<file path="src/rtl/fluxo_dados_gen.sv">
// ---------------------------------------------------------------------------
// fluxo_dados_gen -- datapath for the sequence-memory game.
//
// Holds the target sequence in a writable DEPTH x CHANNELS register array.
// The array is filled either from an external load port or, in random mode,
// with one-hot words derived from a free-running 16-bit LFSR. The block also
// provides a programmable game length (limite), a saturating score, the LED
// register with its display timer, and a jogada timeout timer. Every
// zera/conta/registra strobe comes from the game FSM, which reads back the
// status flags.
//
// Ports
//   clock, reset            rising-edge clock, synchronous active-high reset
//   zeraC/contaC            jogada address counter (contadorC)
//   zeraS/contaS            sequence-length counter (contadorS)
//   zeraR/registraR         jogada register <- chaves
//   zeraD/registraD         limite <- limite_in, modo <- modo
//   gera                    random mode: write LFSR one-hot word at contadorS
//   load_we/addr/data       external memory write port
//   zeraT/contaT            timeout timer        -> fimT
//   zeraTLeds/contaTLeds    LED display timer    -> timerLedsFim
//   zeraM/registraM         LED register <- mem[contadorC]
//   zeraP/incPontos         saturating score     -> pontos
//   leds, igual, fimS, fimJ, jogada_feita, jogada_valida, db_*  status/debug
// ---------------------------------------------------------------------------
module fluxo_dados_gen #(
    parameter int          CHANNELS = 4,
    parameter int          DEPTH    = 16,
    parameter int          LED_TIME = 1000,
    parameter int          TIMEOUT  = 5000,
    parameter logic [15:0] SEED     = 16'hACE1,
    parameter int          AW       = (DEPTH > 1) ? $clog2(DEPTH) : 1
) (
    input  logic                clock,
    input  logic                reset,
    input  logic                zeraC,
    input  logic                contaC,
    input  logic                zeraS,
    input  logic                contaS,
    input  logic                zeraR,
    input  logic                registraR,
    input  logic [CHANNELS-1:0] chaves,
    input  logic                zeraD,
    input  logic                registraD,
    input  logic [AW-1:0]       limite_in,
    input  logic                modo,
    input  logic                gera,
    input  logic                load_we,
    input  logic [AW-1:0]       load_addr,
    input  logic [CHANNELS-1:0] load_data,
    input  logic                zeraT,
    input  logic                contaT,
    input  logic                zeraTLeds,
    input  logic                contaTLeds,
    input  logic                zeraM,
    input  logic                registraM,
    input  logic                zeraP,
    input  logic                incPontos,
    output logic [CHANNELS-1:0] leds,
    output logic                igual,
    output logic                fimS,
    output logic                fimJ,
    output logic                fimT,
    output logic                timerLedsFim,
    output logic                jogada_feita,
    output logic                jogada_valida,
    output logic [AW:0]         pontos,
    output logic [AW-1:0]       db_contagem,
    output logic [AW-1:0]       db_seqCont,
    output logic [CHANNELS-1:0] db_memoria,
    output logic [CHANNELS-1:0] db_jogada
);

    localparam int PW = AW + 1;
    localparam int LW = (LED_TIME > 1) ? $clog2(LED_TIME) : 1;
    localparam int TW = (TIMEOUT > 1) ? $clog2(TIMEOUT) : 1;

    logic [CHANNELS-1:0] mem_q [DEPTH];

    logic [AW-1:0]       cnt_c_q, cnt_c_d;
    logic [AW-1:0]       cnt_s_q, cnt_s_d;
    logic [AW-1:0]       limite_q, limite_d;
    logic                modo_q, modo_d;
    logic [CHANNELS-1:0] jog_q, jog_d;
    logic [CHANNELS-1:0] leds_q, leds_d;
    logic [LW-1:0]       tled_q, tled_d;
    logic [TW-1:0]       tmo_q, tmo_d;
    logic [PW-1:0]       pontos_q, pontos_d;
    logic [15:0]         lfsr_q, lfsr_d;
    logic                prev_q, prev_d;

    logic                mem_we;
    logic [AW-1:0]       mem_waddr;
    logic [CHANNELS-1:0] mem_wdata;
    logic [CHANNELS-1:0] mem_rdata;
    logic [7:0]          gera_idx;
    logic                any_chave;

    assign mem_rdata = mem_q[cnt_c_q];
    assign any_chave = |chaves;
    assign gera_idx  = lfsr_q[7:0] % 8'(CHANNELS);

    // Write port arbitration: an LFSR write in random mode wins over the
    // external load port; gera has no effect while the registered modo is 0.
    always_comb begin
        mem_we    = 1'b0;
        mem_waddr = load_addr;
        mem_wdata = load_data;
        if (gera && modo_q) begin
            mem_we    = 1'b1;
            mem_waddr = cnt_s_q;
            mem_wdata = CHANNELS'(1) << gera_idx;
        end else if (load_we) begin
            mem_we = 1'b1;
        end
    end

    always_ff @(posedge clock) begin
        if (mem_we) begin
            mem_q[mem_waddr] <= mem_wdata;
        end
    end

    always_comb begin
        cnt_c_d = cnt_c_q;
        if (zeraC) begin
            cnt_c_d = '0;
        end else if (contaC) begin
            cnt_c_d = (cnt_c_q == AW'(DEPTH - 1)) ? '0 : cnt_c_q + AW'(1);
        end

        cnt_s_d = cnt_s_q;
        if (zeraS) begin
            cnt_s_d = '0;
        end else if (contaS) begin
            cnt_s_d = (cnt_s_q == AW'(DEPTH - 1)) ? '0 : cnt_s_q + AW'(1);
        end

        jog_d = jog_q;
        if (zeraR) begin
            jog_d = '0;
        end else if (registraR) begin
            jog_d = chaves;
        end

        limite_d = limite_q;
        modo_d   = modo_q;
        if (zeraD) begin
            limite_d = '0;
            modo_d   = 1'b0;
        end else if (registraD) begin
            limite_d = limite_in;
            modo_d   = modo;
        end

        tled_d = tled_q;
        if (zeraTLeds) begin
            tled_d = '0;
        end else if (contaTLeds) begin
            tled_d = (tled_q == LW'(LED_TIME - 1)) ? '0 : tled_q + LW'(1);
        end

        tmo_d = tmo_q;
        if (zeraT) begin
            tmo_d = '0;
        end else if (contaT) begin
            tmo_d = (tmo_q == TW'(TIMEOUT - 1)) ? '0 : tmo_q + TW'(1);
        end

        // Blank the LEDs for the second half of each display period.
        leds_d = leds_q;
        if (zeraM || (tled_q == LW'(LED_TIME / 2))) begin
            leds_d = '0;
        end else if (registraM) begin
            leds_d = mem_rdata;
        end

        pontos_d = pontos_q;
        if (zeraP) begin
            pontos_d = '0;
        end else if (incPontos && (pontos_q != PW'(DEPTH))) begin
            pontos_d = pontos_q + PW'(1);
        end

        lfsr_d = {lfsr_q[14:0], lfsr_q[15] ^ lfsr_q[13] ^ lfsr_q[12] ^ lfsr_q[10]};
        prev_d = any_chave;
    end

    always_ff @(posedge clock) begin
        if (reset) begin
            cnt_c_q  <= '0;
            cnt_s_q  <= '0;
            jog_q    <= '0;
            limite_q <= AW'(DEPTH - 1);
            modo_q   <= 1'b0;
            tled_q   <= '0;
            tmo_q    <= '0;
            leds_q   <= '0;
            pontos_q <= '0;
            lfsr_q   <= SEED;
            prev_q   <= 1'b1;
        end else begin
            cnt_c_q  <= cnt_c_d;
            cnt_s_q  <= cnt_s_d;
            jog_q    <= jog_d;
            limite_q <= limite_d;
            modo_q   <= modo_d;
            tled_q   <= tled_d;
            tmo_q    <= tmo_d;
            leds_q   <= leds_d;
            pontos_q <= pontos_d;
            lfsr_q   <= lfsr_d;
            prev_q   <= prev_d;
        end
    end

    assign leds          = leds_q;
    assign igual         = (mem_rdata == jog_q);
    assign fimS          = (cnt_c_q == cnt_s_q);
    assign fimJ          = (cnt_s_q == limite_q);
    assign fimT          = (tmo_q == TW'(TIMEOUT - 1));
    assign timerLedsFim  = (tled_q == LW'(LED_TIME - 1));
    assign jogada_feita  = any_chave & ~prev_q;
    assign jogada_valida = ($countones(chaves) == 1);
    assign pontos        = pontos_q;
    assign db_contagem   = cnt_c_q;
    assign db_seqCont    = cnt_s_q;
    assign db_memoria    = mem_rdata;
    assign db_jogada     = jog_q;

endmodule

</file>
<file path="config.mk">
export PLATFORM = sky130hd
export DESIGN_NAME = fluxo_dados_gen
export DESIGN_NICKNAME = d
export VERILOG_FILES = /design/src/rtl/fluxo_dados_gen.sv
export SDC_FILE = /design/constraint.sdc
export NUM_CORES = 1
export LEC_CHECK = 0
export CAP_MARGIN = 20
export CELL_PAD_IN_SITES_DETAIL_PLACEMENT = 0
export CELL_PAD_IN_SITES_GLOBAL_PLACEMENT = 1
export CORE_UTILIZATION = 45
export CTS_BUF_LIST = sky130_fd_sc_hd__clkbuf_8 sky130_fd_sc_hd__clkbuf_16
export DETAILED_ROUTE_END_ITERATION = 6
export DONT_BUFFER_PORTS = 1
export GPL_ROUTABILITY_DRIVEN = 0
export GPL_TIMING_DRIVEN = 0
export PLACE_DENSITY = 0.74
export SLEW_MARGIN = 30
export SYNTH_ARGS = -nofsm -noshare
export SYNTH_HDL_FRONTEND = slang
export SYNTH_SLANG_ARGS = --single-unit
</file>
<file path="constraint.sdc">
create_clock -name clock -period 1.9 [get_ports clock]
set_input_delay 0.285 -clock clock [delete_from_list [all_inputs] [get_ports clock]]
set_output_delay 0.285 -clock clock [all_outputs]
set_load 0.01 [all_outputs]
</file>
# Word level (Yosys, flattened, before mapping)
# Memories as Yosys holds them, arrays and structs flattened. A register that Yosys moved wholly into a read port is not among the register bits.
# Cells that the tools add are included.
# totals
mem_count	1
ff_bits	66
ram_bits	64
wordCells	63
# classes
n_eq_ne	10
n_bitwise	5
addsub	8
mux	14
shifts	1
reduce_logical	13
# memory_table
memory	depth	width	rd	rd_clocked_by_memory_dff	wr	line_no	source
mem_q	16	4	1	1	1	78	logic [CHANNELS-1:0] mem_q [DEPTH];
# op_table
op	count
$mux W4	8
$reduce_or A2 Y1	8
$add A13 B1 Y13 const B	1
$eq A13 B13 Y1 const B	1
$mux W13	1
$eq A4 B4 Y1	3
$add A10 B1 Y10 const B	1
$eq A10 B10 Y1 const B	1
$eq A10 B9 Y1 const B	1
$mux W10	1
$add A4 B1 Y4 const B	2
$eq A4 B4 Y1 const B	2
$add A5 B1 Y5 const B	1
$ne A5 B5 Y1 const B	1
$add A1 B1 Y2	2
$mux W1	4
$reduce_or A4 Y1	1
$shl A1 B2 Y4 const A	1
$add A2 B2 Y3	1
$eq A3 B1 Y1 const B	1
$xor A1 B1 Y1	3
$logic_and A1 B1 Y1	2
$reduce_bool A2 Y1	1
$and A1 B1 Y1	1
other kinds (2)	2

# Longest topological paths before layout
# depth
depth_word	4
ltp_mapped	7
mapped_depth_nobuf	6

# Worst setup path after synthesis
# Ideal clock, no wire load.
# synth_timing
path_kind	register -> output
start	reg with a tool-made name
end	out igual
t_required_ps	1615
n_path_buf	1
stages_incl_launch_ff	7
t_arrival_ps	1878
setup_slack_ps	-263
path_cell_list	dfxtp_1 -> buf_2 -> mux4_2 -> mux2i_1 -> mux2i_1 -> xor2_1 -> a2111oi_2
# synth_lines
item	line_no	source
to (decl)	60	output logic igual,

==> summary.txt <==
Run status
  – Outcome: finished, violations left
  – Failing checks: setup timing

Cells and area
  – Cell area after layout: 6960 µm²
  – Antenna Diode Count: 0
  – Seq. cell area: 3340 µm²
  – Area taken by multi-input logic gates: 2410 µm²
  – Post-layout net count: 549
  – FILL cells: 999
  – Share of layout cells above drive strength 1: 0.257
  – Layout area overhead: 22.9%

Detailed routing
  – Drt total wl: 12000 µm
  – # DRC: 0
  – Met3 wire length: 855 µm
  – Drt pass-1 iters: 4
  – Top routing layer used: met4
  – Metal-1 WL: 5280 µm
  – Wire per inst: 17.7 µm
  – DR vias/cell: 5.32
  – Vias: 3626
  – Wire length on met2: 5850 µm
  – Final antenna-violating net count: 0
  – DR iter-0 viols: 206

Synthesis
  – Mapped Nets: 507
  – Synth Flop Type: dfxtp_1
  – Ys Warns: 0
  – Mapped Cells: 459
  – Synthesized cell area: 5660 µm²
  – Synth top area share: 0.340
  – Synth area leaders: edfxtp_1 34%, dfxtp_1 25%, mux4_2 5.2%, mux2i_1 5.1%, xor2_1 4.8%
  – Number of synthesized register bits: 134
  – EDFF count, synth: 64
  – Asr flop ratio synth: 0
  – Cell taking the most area after synthesis: edfxtp_1
  – Synth cell types: 50
  – Syn_area_per_cell: 12.3 µm²
  – Register area share after synthesis: 0.587

Clocking
  – Num Clock Sinks: 134
  – CTS Buf Count: 17
  – Clk_lat worst skew: 0.42 ns
  – H-tree Lvls: 4
  – Root Driver: clkbuf_16
  – Max clock buf depth: 2
  – CTS tree: done
  – Clock Pin Slew Worst Setup and Hold Paths: 0.06 ns

Placed design
  – Placed Area: 5930 µm²
  – # port buffers: 0
  – Pre-CTS WS: -0.622 ns
  – DP Wirelength: 8250 µm

Worst setup path
  – Critical path launch point type: flop
  – Crit. End Element: output port
  – Worst Reg2Reg Path Length in Cells: 5
  – Crit path largest cell delay: 0.51 ns
  – Data arrival time of the critical path: 2.37 ns
  – Worst r2r src: modo_q$_SDFFE_PP0P_
  – CP endpoint: igual
  – Reg-to-Reg End: mem_q[0][3]$_DFFE_PP_
  – CP required: 1.62 ns
  – R2R Setup Slk: 0.07 ns
  – Critical Path Fanout Max: 6
  – Crit path max-delay cell type: mux4_2
  – Crit Path Class: flop to output port
  – Critical Path, Cell by Cell: buf_12, mux4_2, mux2i_2, nand2_1, a21o_1, a2111oi_4

Pwr
  – LEAKAGE: 2.42 nW
  – PD cells: 957 nW/µm²
  – Maximum VDD drop: 0.665 mV

Die
  – Die Y-Extent: 114 µm
  – Die Area: 13000 µm²
  – Core ar.: 12100 µm²
  – Ports: 69
  – Row cnt: 40
  – Chip Width: 114 µm
  – Initial Util: 0.467

Timing
  – Final setup vio count: 6
  – Min Tclk post-route: 2.65 ns
  – Final cycle utilization of the critical path: 1.40
  – Clock Skews: 0.0128 ns
  – Count of pins over their slew limit: 0
  – Setup ws final: -0.751 ns
  – Peak Freq: 0.377 GHz
  – Final Hold Viols: 0
  – Slew @ Worst Pin: 0.605 ns
  – Worst slew margin: 0.595
  – RSZ-0062 raised after global routing: yes

Global routing
  – Grt total ovfl: 0
  – GRT Util Overall: 0.199
  – Global-route wire length before repair: 19100 µm
  – Initial antenna violation count: 0
  – Number of global-route vias before repair: 3746
  – Largest net degree at the start of global routing: 17

Min path
  – Hold depth: 2
  – Worst min path class: input port to flop

Run
  – MaxCap Viol Count: 0
-- area by class of cell --
cell class	instances	area share
sequential	134	0.480
multi-input combinational	285	0.346
clock buffer	17	0.0612
tap	168	0.0302
timing repair buffer	24	0.0281
buffer	20	0.0232
clock inverter	15	0.0207
inverter	19	0.0103
-- what timing repair did --
item / 4_1_cts / 5_1_grt
hold buffers: 8 / 0
gates resized for setup: 44 / 36
setup endpoints to repair: 84 / 85
setup buffers: 10 / 2
pin swaps: 7 / 6
endpoints found under the hold margin: 28 / 0
-- flip-flops by register name, summed over array words and instances, names as in the netlist, named ones only --
name	flops
mem_q	64
lfsr_q	16
tmo_q	13
tled_q	10
pontos	5
db_contagem	4
db_jogada	4
db_seqCont	4
leds	4
limite_q	4
modo_q	1
prev_q	1
-- synthesized netlist by cell type (all sizes together), types with 7 or more instances --
| cell type | count |
|---|---|
| dfxtp | 70 |
| edfxtp | 64 |
| nor2 | 50 |
| xor2 | 31 |
| mux2i | 29 |
| nand2 | 24 |
| nor3 | 20 |
| inv | 19 |
| clkbuf | 14 |
| mux4 | 14 |
| nand4 | 12 |
| ha | 10 |
| xnor2 | 10 |
| nor2b | 9 |
| buf | 7 |
| or2 | 7 |
-- critical path: cells and delay by family, from the launching register on --
family	cells	cell delay, ns
AO/OA/AOI/OAI	2	0.62
buffers and inverters	1	0.13
flip-flops	1	0.37
multiplexers	2	0.71
AND/OR/NAND/NOR	1	0.10
-- kinds of logic (layout without fill, tap and decap cells) --
family | count (synthesis) | count (layout) | synth area share
buffers and inverters | 40 | 95 | 0.0316
adder cells (fa/ha/maj) | 11 | 11 | 0.0256
XOR/XNOR | 41 | 41 | 0.0635
multiplexers | 44 | 44 | 0.110
flip-flops | 134 | 134 | 0.587
AO/OA/AOI/OAI | 38 | 38 | 0.0491
AND/OR/NAND/NOR | 151 | 151 | 0.133
-- placed cells by master (no fill, tap or decap), types with 4 or more instances in the layout --
| cell | synthesis | routed |
|---|---|---|
| xor2_1 | 31 | 31 |
| xnor2_1 | 10 | 10 |
| o21bai_1 | 4 | 4 |
| and3_1 | 5 | 5 |
| a21oi_1 | 6 | 6 |
| dfxtp_2 | 0 | 6 |
| clkinv_4 | 0 | 4 |
| mux4_2 | 13 | 14 |
| nand3_1 | 4 | 4 |
| dlygate4sd3_1 | 0 | 8 |
| clkbuf_1 | 13 | 8 |
| or2_2 | 7 | 7 |
| mux2i_4 | 0 | 6 |
| inv_1 | 18 | 16 |
| nand2b_1 | 5 | 5 |
| nor2_1 | 50 | 35 |
| o32a_1 | 4 | 4 |
| dfxtp_1 | 70 | 62 |
| nand2_1 | 24 | 23 |
| clkbuf_16 | 0 | 17 |
| buf_6 | 2 | 4 |
| mux2i_1 | 29 | 21 |
| nor2_2 | 0 | 12 |
| edfxtp_1 | 64 | 64 |
| nand4_1 | 12 | 12 |
| buf_4 | 2 | 15 |
| nor2b_1 | 9 | 9 |
| nand3b_1 | 4 | 4 |
| inv_6 | 0 | 4 |
| ha_1 | 10 | 6 |
| nor3_1 | 20 | 20 |
-- metal layers --
| layer | up-vias | global-route usage |
|---|---|---|
| li1 | 1747 | - |
| met1 | 1781 | 0.251 |
| met2 | 92 | 0.315 |
| met3 | 6 | 0.0736 |
| met4 | 0 | 0.0719 |
| met5 | - | 0 |
-- through the flow --
step | TNS [ns] | std cells | hold WS, ns | utilization | total power [mW]
after floorplan | -0.162 | 459 | 0.361 | - | 3.41
after global routing | -2.71 | 682 | 0.0299 | 0.574 | 6.86
after CTS | -2.19 | 681 | 0.0000508 | 0.563 | 6.68
final | -1.92 | 682 | 0.0221 | 0.574 | 6.66
after global placement | -29.52 | 627 | 0.363 | 0.488 | 3.48
after detailed placement | -6.56 | 631 | 0.364 | 0.490 | 3.50
-- worst min path at each step --
stage / to / start
2_1_floorplan: db_seqCont[3]$_SDFFE_PP0P_ / zeraS
3_3_place_gp: db_seqCont[3]$_SDFFE_PP0P_ / zeraS
3_5_place_dp: pontos[3]$_SDFFE_PP0P_ / zeraP
4_1_cts: leds[2]$_SDFFE_PP0P_ / registraM
5_1_grt: tled_q[0]$_SDFFE_PP0P_ / contaTLeds
6_report: leds[2]$_SDFFE_PP0P_ / registraM
-- power breakdown --
| part | leakage, nW | internal [mW] | switching, mW |
|---|---|---|---|
| Sequential | 1.15 | 3.09 | 0.0467 |
| Clock | 0.273 | 1.82 | 1.31 |
| Combinational | 0.997 | 0.172 | 0.208 |
| Total | 2.42 | 5.09 | 1.57 |
Note: power is estimated with default switching activity, not from simulation.
